--- config.mk ---
export PLATFORM = sky130hd
export DESIGN_NAME = shift_sequencer
export DESIGN_NICKNAME = d
export VERILOG_FILES = /design/src/rtl/shift_sequencer_pkg.sv /design/src/rtl/shift_sequencer_shl_stage.sv /design/src/rtl/shift_sequencer.sv
export SDC_FILE = /design/constraint.sdc
export NUM_CORES = 1
export LEC_CHECK = 0
export BUFFER_PORTS_ARGS = -buffer_cell sky130_fd_sc_hd__buf_4
export CORE_MARGIN = 2
export CORE_UTILIZATION = 30
export CTS_CLUSTER_SIZE = 16
export DETAILED_ROUTE_END_ITERATION = 10
export PLACE_DENSITY = 0.57
export SETUP_SLACK_MARGIN = 0.15
export SYNTH_ARGS = -nofsm -noshare
export SYNTH_HDL_FRONTEND = slang
export SYNTH_SLANG_ARGS = --single-unit
--- constraint.sdc ---
create_clock -name CLK -period 1.5 [get_ports CLK]
set_clock_uncertainty 0.05 [all_clocks]
set_input_delay 0.15 -clock CLK [delete_from_list [all_inputs] [get_ports CLK]]
set_output_delay 0.15 -clock CLK [all_outputs]
set_load 0.01 [all_outputs]
--- src/rtl/shift_sequencer_pkg.sv ---
// Shared definitions for the multi-pass shift sequencer: controller state
// encoding and the largest shift the shared stage can apply in one pass.
package shift_sequencer_pkg;

  // Controller states; the encoding is fixed so other blocks can decode it.
  typedef enum logic [1:0] {
    IDLE  = 2'd0,
    SHIFT = 2'd1,
    DONE  = 2'd2
  } state_e;

  // Largest amount the shared stage can shift in a single clock.
  localparam int MAX_STEP = 3;

endpackage : shift_sequencer_pkg

--- src/rtl/shift_sequencer_shl_stage.sv ---
// Purely combinational left-shift stage: shifts a WIDTH-bit word left by
// 0..3 bits, filling vacated LSBs with zeros. Shared by the sequencer.
module shl_stage #(
  parameter int WIDTH = 8
) (
  input  logic [WIDTH-1:0] data_i,
  input  logic [1:0]       amt_i,
  output logic [WIDTH-1:0] data_o
);

  // Logical left shift; the zero fill comes from the shift operator itself.
  always_comb begin
    data_o = data_i << amt_i;
  end

endmodule : shl_stage

--- src/rtl/shift_sequencer.sv ---
// Multi-pass controller around the shared 0..3-bit left-shift stage.
// Takes an operand and an arbitrary shift amount, runs the stage up to three
// bits per clock until the amount is consumed, then presents the result over
// a valid/ready handshake. Callers never need to know the stage limit.
module shift_sequencer
  import shift_sequencer_pkg::*;
#(
  parameter int WIDTH = 8,
  parameter int AMT_W = 4
) (
  input  logic             CLK,
  input  logic             RST,
  input  logic             IN_VALID,
  output logic             IN_READY,
  input  logic [WIDTH-1:0] IN_DATA,
  input  logic [AMT_W-1:0] IN_AMT,
  output logic             OUT_VALID,
  input  logic             OUT_READY,
  output logic [WIDTH-1:0] OUT_DATA,
  output logic             BUSY
);

  state_e           state_q;
  state_e           state_d;
  logic [WIDTH-1:0] data_q;
  logic [WIDTH-1:0] data_d;
  logic [AMT_W-1:0] rem_q;
  logic [AMT_W-1:0] rem_d;

  logic [1:0]       step;
  logic [AMT_W-1:0] stepWide;
  logic [AMT_W-1:0] remAfter;
  logic [WIDTH-1:0] stageOut;

  // Pick this pass's shift: the whole remainder if it fits, else the stage max.
  // Because step never exceeds rem_q, the subtraction below cannot underflow.
  always_comb begin
    step     = 2'd0;
    stepWide = '0;
    remAfter = '0;
    if (rem_q > AMT_W'(MAX_STEP)) begin
      step = 2'(MAX_STEP);
    end else begin
      step = rem_q[1:0];
    end
    stepWide = AMT_W'(step);
    remAfter = rem_q - stepWide;
  end

  shl_stage #(
    .WIDTH (WIDTH)
  ) u_shl_stage (
    .data_i (data_q),
    .amt_i  (step),
    .data_o (stageOut)
  );

  // State, operand and remaining-amount registers; reset abandons any operation.
  always_ff @(posedge CLK) begin
    if (RST) begin
      state_q <= IDLE;
      data_q  <= '0;
      rem_q   <= '0;
    end else begin
      state_q <= state_d;
      data_q  <= data_d;
      rem_q   <= rem_d;
    end
  end

  // Next-state logic: accept in IDLE, one stage pass per SHIFT cycle, and hold
  // the result in DONE until the consumer takes it.
  always_comb begin
    state_d = state_q;
    data_d  = data_q;
    rem_d   = rem_q;
    unique case (state_q)
      IDLE: begin
        if (IN_VALID) begin
          data_d = IN_DATA;
          rem_d  = IN_AMT;
          if (IN_AMT == '0) begin
            state_d = DONE;
          end else begin
            state_d = SHIFT;
          end
        end
      end
      SHIFT: begin
        data_d = stageOut;
        rem_d  = remAfter;
        if (remAfter == '0) begin
          state_d = DONE;
        end
      end
      DONE: begin
        if (OUT_READY) begin
          state_d = IDLE;
        end
      end
      default: begin
        state_d = IDLE;
        data_d  = '0;
        rem_d   = '0;
      end
    endcase
  end

  // Handshake outputs decoded from state; the result is gated so partial
  // pass values never leak onto OUT_DATA.
  always_comb begin
    IN_READY  = (state_q == IDLE);
    OUT_VALID = (state_q == DONE);
    BUSY      = (state_q == SHIFT) || (state_q == DONE);
    OUT_DATA  = OUT_VALID ? data_q : '0;
  end

endmodule : shift_sequencer

; Word-level counts from Yosys, hierarchy flattened
; Cells that the tools add are included.
[classes]
n_eq_ne = 5
order_cmp = 1
n_reduce_logical = 6
n_addsub = 1
mux = 11
n_bitwise = 1
shift = 1
[op_table]
columns = op, count
row1 = one-hot mux 8 bit (3 select lines), 1
row2 = two-way mux 8 bit, 2
row3 = one-hot mux 4 bit (3 select lines), 1
row4 = two-way mux 2 bit, 5
row5 = zero test 4 bit, 2
row6 = left shift 8 x 2 -> 8 bit, 1
row7 = one-hot mux 2 bit (3 select lines), 1
row8 = "> comparator 4 x 2 -> 1 bit, second input constant", 1
row9 = two-way mux 4 bit, 1
row10 = "inequality test 2 bit, second input constant", 2
row11 = subtractor 4 x 2 -> 4 bit, 1
row12 = AND reduction 3 bit, 1
row13 = "equality test 2 x 1 -> 1 bit, second input constant", 1
row14 = "equality test 2 bit, second input constant", 1
row15 = zero test 2 bit, 1
row16 = "inequality test 2 x 1 -> 1 bit, second input constant", 1
row17 = AND reduction 2 bit, 1
row18 = logical OR 1 bit, 1
row19 = inverter 1 bit, 1
[word_totals]
output_inout_bits = 11
ff_bits = 14
in_bits = 16

; Logic depth before layout (Yosys ltp)
[logic_depth]
ltp_word = 6
depth_mapped = 8
ltp_nobuf = 7

; Hierarchy
; Synthesis repeated with hierarchy kept, for this count alone.
[hier_totals]
hier_cells = 113
area_unflattened_um2 = 1051.0
[modules_own_cells]
columns = mod, seq_area_each_um2, area_per_inst_um2, n_inst, cells_per_inst
row1 = shift_sequencer, 280.3, 888.4, 1, 95
row2 = shl_stage, 0.0, 162.7, 1, 18

; Least setup slack after synthesis
; Ideal clock, no wire load.
[synth_timing]
kind = reg-to-reg
start = reg state_q[0]
end = reg data_q[5]
setup_time_ns = 0.086
stages_incl_launch_ff = 8
arrival_ns = 1.450
setup_slack_ns = -0.085
required_ns = 1.364
synth_period_minus_slack_ns = 1.585
path_cell_list = dfxtp_1 -> inv_1 -> ha_1 -> nor2b_1 -> nor2_1 -> buf_2 -> nor2_1 -> a211oi_1
[synth_between]
elab_chain_len = 3
elab_cells_between_ends = 7
[synth_lines]
columns = item, line_no
row1 = start: declaration, shift_sequencer.sv:23  ; state_e state_q;
row2 = start signal: assignment, shift_sequencer.sv:65  ; state_q <= state_d;
row3 = zero test 2 bit *, -
row4 = via IN_READY, shift_sequencer.sv:14  ; output logic IN_READY,
row5 = inequality test 2 bit (no line), -
row6 = AND reduction 2 bit (no line), -
row7 = end signal: assignment, shift_sequencer.sv:66  ; data_q <= data_d;
row8 = end: declaration, shift_sequencer.sv:25  ; logic [WIDTH-1:0] data_q;
; The timed path passes the listed nets; every way through them passes the cells marked *.
; A chain may end at the register's enable or synchronous reset.

; Worst setup path after layout
[layout_timing]
start = reg state_q[1]
end = reg data_q[2]
[layout_between]
elab_chain_len = 3
elab_cells_between_ends = 7
[layout_lines]
columns = item, line_no
row1 = zero test 2 bit / equality test 2 bit (equally long branches), shift_sequencer.sv:77  ; unique case (state_q)
row2 = inequality test 2 bit (no line) / inverter 1 bit (equally long branches), -
row3 = AND reduction 2 bit (no line), -
; Parallel ways exist; a longest one is shown, timed or not.

==> impl_metrics.tcl <==
set metrics [dict create \
    outcome "complete, but fails checks" \
    violations "setup timing" \
    ys.flop_type "dfxtp_1" \
    setup_slack_ps -81.3 \
    avgSynthCellArea_sq_um 7.85 \
    clock.fmax_mhz 632 \
    io_buffers 26 \
    tightest_slew_ps 679 \
    required_ps 1650 \
    holdPathEnd "data_q[0]$_SDFFE_PP0P_" \
    cts.sinks 14 \
    ant_nets 0 \
    antenna_found_initial 0 \
    worstPathMaxFanout 5 \
    fp.dieH_microns 63.2 \
    holdBufCountCts 0 \
    fin_crit_ps 1580 \
    ys_seq_area_share_pct 26.6 \
    startpoint "state_q[1]$_SDFFE_PP0P_" \
    ir_drop_v 0.00147 \
    first_pass_iters 4 \
    drt_iter0_markers 39 \
    criticalPathCategory "flip-flop to flip-flop" \
    initial_core_util_pct 31.3 \
    synth_seq_cells 14 \
    netlist.area_leader.share_pct 26.6 \
    setup_tns_ps -588 \
    crit_chain "inv_2 > ha_4 > or4b_4 > or2_1 > a311oi_2" \
    clockRootBuffer "clkbuf_4" \
    cp_slowest_stage_delay_ps 490 \
    hold_path_depth 3 \
    num_rows 21 \
    synthCells 134 \
    syn_nets 154 \
    final.period_utilization_pct 105 \
    drv_cap 0 \
    core_area_sq_um 3360 \
    clk_pin_slew_ps 90 \
    diodes 0 \
    fin_util_pct 49.6 \
    finalMaxSlewViolations 0 \
    grt_pass1_wl_microns 5660 \
    dp_cells 210 \
    synth_area_leaders "dfxtp_1, nand2b_1, mux2i_1" \
    cp_slowest_cell "or4b_4" \
    instances_no_fill 223 \
    post-dp-hpwl_microns 2200 \
    hold_violations 0 \
    gp_congestion 0.774 \
    worst_setup_path_end_kind "flip-flop" \
    post-place-ws_ps -81.7 \
    hp-class "input pin to flip-flop" \
    timing.hold.ws_ps 85.9 \
    synth_cell_types 34 \
    cts-buffers-inserted 3 \
    route.final.wire_length_microns 3310 \
    post_synth_instance_area_sq_um 1050 \
    synth_top_cell_by_area "dfxtp_1" \
    die_area_sq_um 4000 \
    synthArstFlopShare_pct 0 \
    grt_overflow 0 \
    final_layout_size_suffix_gt1_share_pct 45.8 \
    htree_num_levels 1 \
    ys_warn_count 0 \
    die_x_microns 63.2 \
    setup_violations 10 \
    r2r_cells 5 \
    cts.path.max_buffers 2 \
    worst_setup_path_start_kind "flip-flop" \
    worstHoldStart "IN_DATA[0]" \
    clk_latency_ps 290 \
    grt_start_max_net_pins 15 \
    power_density_nw_per_um2 2320 \
    slew-limit-headroom_pct 54.3 \
    grt_util_all_layers_pct 17.6 \
    crit_arrival_ps 1730 \
    final_nets 199 \
    p_leak_nw 0.676 \
    r2r_start "state_q[1]$_SDFFE_PP0P_" \
    syn_to_final_growth_pct 58.5 \
    routed-via-count 1155 \
    rsz0062_at_grt "true" \
    routedWlPerCell_microns 14.8 \
    drc_errors 0 \
    pin_count 27 \
    worstReg2RegEnd "data_q[2]$_SDFFE_PP0P_" \
    reg2reg_slack_ps -80 \
    viasPerCell 5.18 \
    synth_edf_count 0 \
    grt_pass1_vias 1199 \
    cts_tree "yes" \
]
## registers in the layout, indices dropped and copies added, names as in the netlist
signal and count:
state_q 2, rem_q 4, data_q 8
## cell families (layout without fill, tap and decap cells)
group,after synthesis,in the layout,synth area share (%)
AO/OA/AOI/OAI,36,36,24.5
adder cells (fa/ha/maj),4,4,4.76
buffers and inverters,12,55,4.76
flip-flops,14,14,26.6
multiplexers,7,7,6.66
AND/OR/NAND/NOR,61,61,32.7
## synth_stat cells, drive strengths merged (2+ instances only)
| library cell | number |
|---|---|
| a211oi | 6 |
| a21oi | 12 |
| a221o | 2 |
| a311oi | 2 |
| and2 | 9 |
| buf | 4 |
| clkbuf | 6 |
| dfxtp | 14 |
| ha | 4 |
| inv | 2 |
| mux2i | 7 |
| nand2 | 4 |
| nand2b | 12 |
| nand3 | 2 |
| nand3b | 2 |
| nor2 | 15 |
| nor2b | 4 |
| nor3 | 6 |
| o21ai | 6 |
| o31ai | 2 |
| or2 | 4 |
## how the worst max path moves through the flow
stage                             end  cells past startpoint
2_1_floorplan  data_q[2]$_SDFFE_PP0P_                      5
4_1_cts        data_q[2]$_SDFFE_PP0P_                      5
5_1_grt        data_q[2]$_SDFFE_PP0P_                      5
6_report       data_q[2]$_SDFFE_PP0P_                      5
3_5_place_dp   data_q[2]$_SDFFE_PP0P_                      5
3_3_place_gp   data_q[2]$_SDFFE_PP0P_                      5
## repair_timing
item	CTS	global route
endpoints found under the setup margin	24	25
cloned	0	1
resized for setup	32	1
pin swaps	14	2
setup buffers	7	2
## final cells by class
class / count / area (sq um)
tap: 46 / 57.6
clock buffer: 3 / 22.5
sequential: 14 / 290
multi-input combinational: 108 / 842
inverter: 2 / 7.51
timing repair buffer: 50 / 448
fill: 343 / 1700
## layout by cell type, fill, tap and decap left out, drive strengths merged, types with 2 or more instances in the layout
cell	Yosys	final
nand2	4	4
or2	4	4
nor2	15	15
nand3	2	2
a21oi	12	12
a221o	2	2
nor3	6	6
mux2i	7	7
inv	2	2
buf	4	49
nor2b	4	4
nand2b	12	12
o31ai	2	2
a311oi	2	2
and2	9	9
ha	4	4
o21ai	6	6
a211oi	6	6
dfxtp	14	14
nand3b	2	2
clkbuf	6	4
## layer usage
layer	share of wire, %	wire [microns]	up-vias	GRT usage (%)
met5	0	0	-	0
met4	0.42	14	0	2.45
met3	3.6	120	2	3.93
met2	48	1610	29	31.1
met1	47	1570	557	22.3
li1	-	-	567	-
## critical path, delay by kind of cell (launching register included)
| kind | cells | cell delay [ps] |
|---|---|---|
| compound gates | 1 | 200 |
| flops | 1 | 330 |
| fa+ha+maj | 1 | 120 |
| buf+inv | 1 | 70 |
| simple gates | 2 | 730 |
## power by group
group	leakage (nW)	switching [mW]	internal, mW
registers	0.118	0.219	0.569
clock network	0.0138	0.131	0.0934
logic	0.544	1.33	1.52
## stage by stage
step | total power, mW | area [sq um]
2_1_floorplan | 2.22 | 1110
3_3_place_gp | 2.81 | 1410
3_5_place_dp | 2.86 | 1410
4_1_cts | 3.72 | 1630
5_1_grt | 4.17 | 1670
6_report | 3.86 | 1670
No activity file was read; power rests on OpenSTA's default activity.
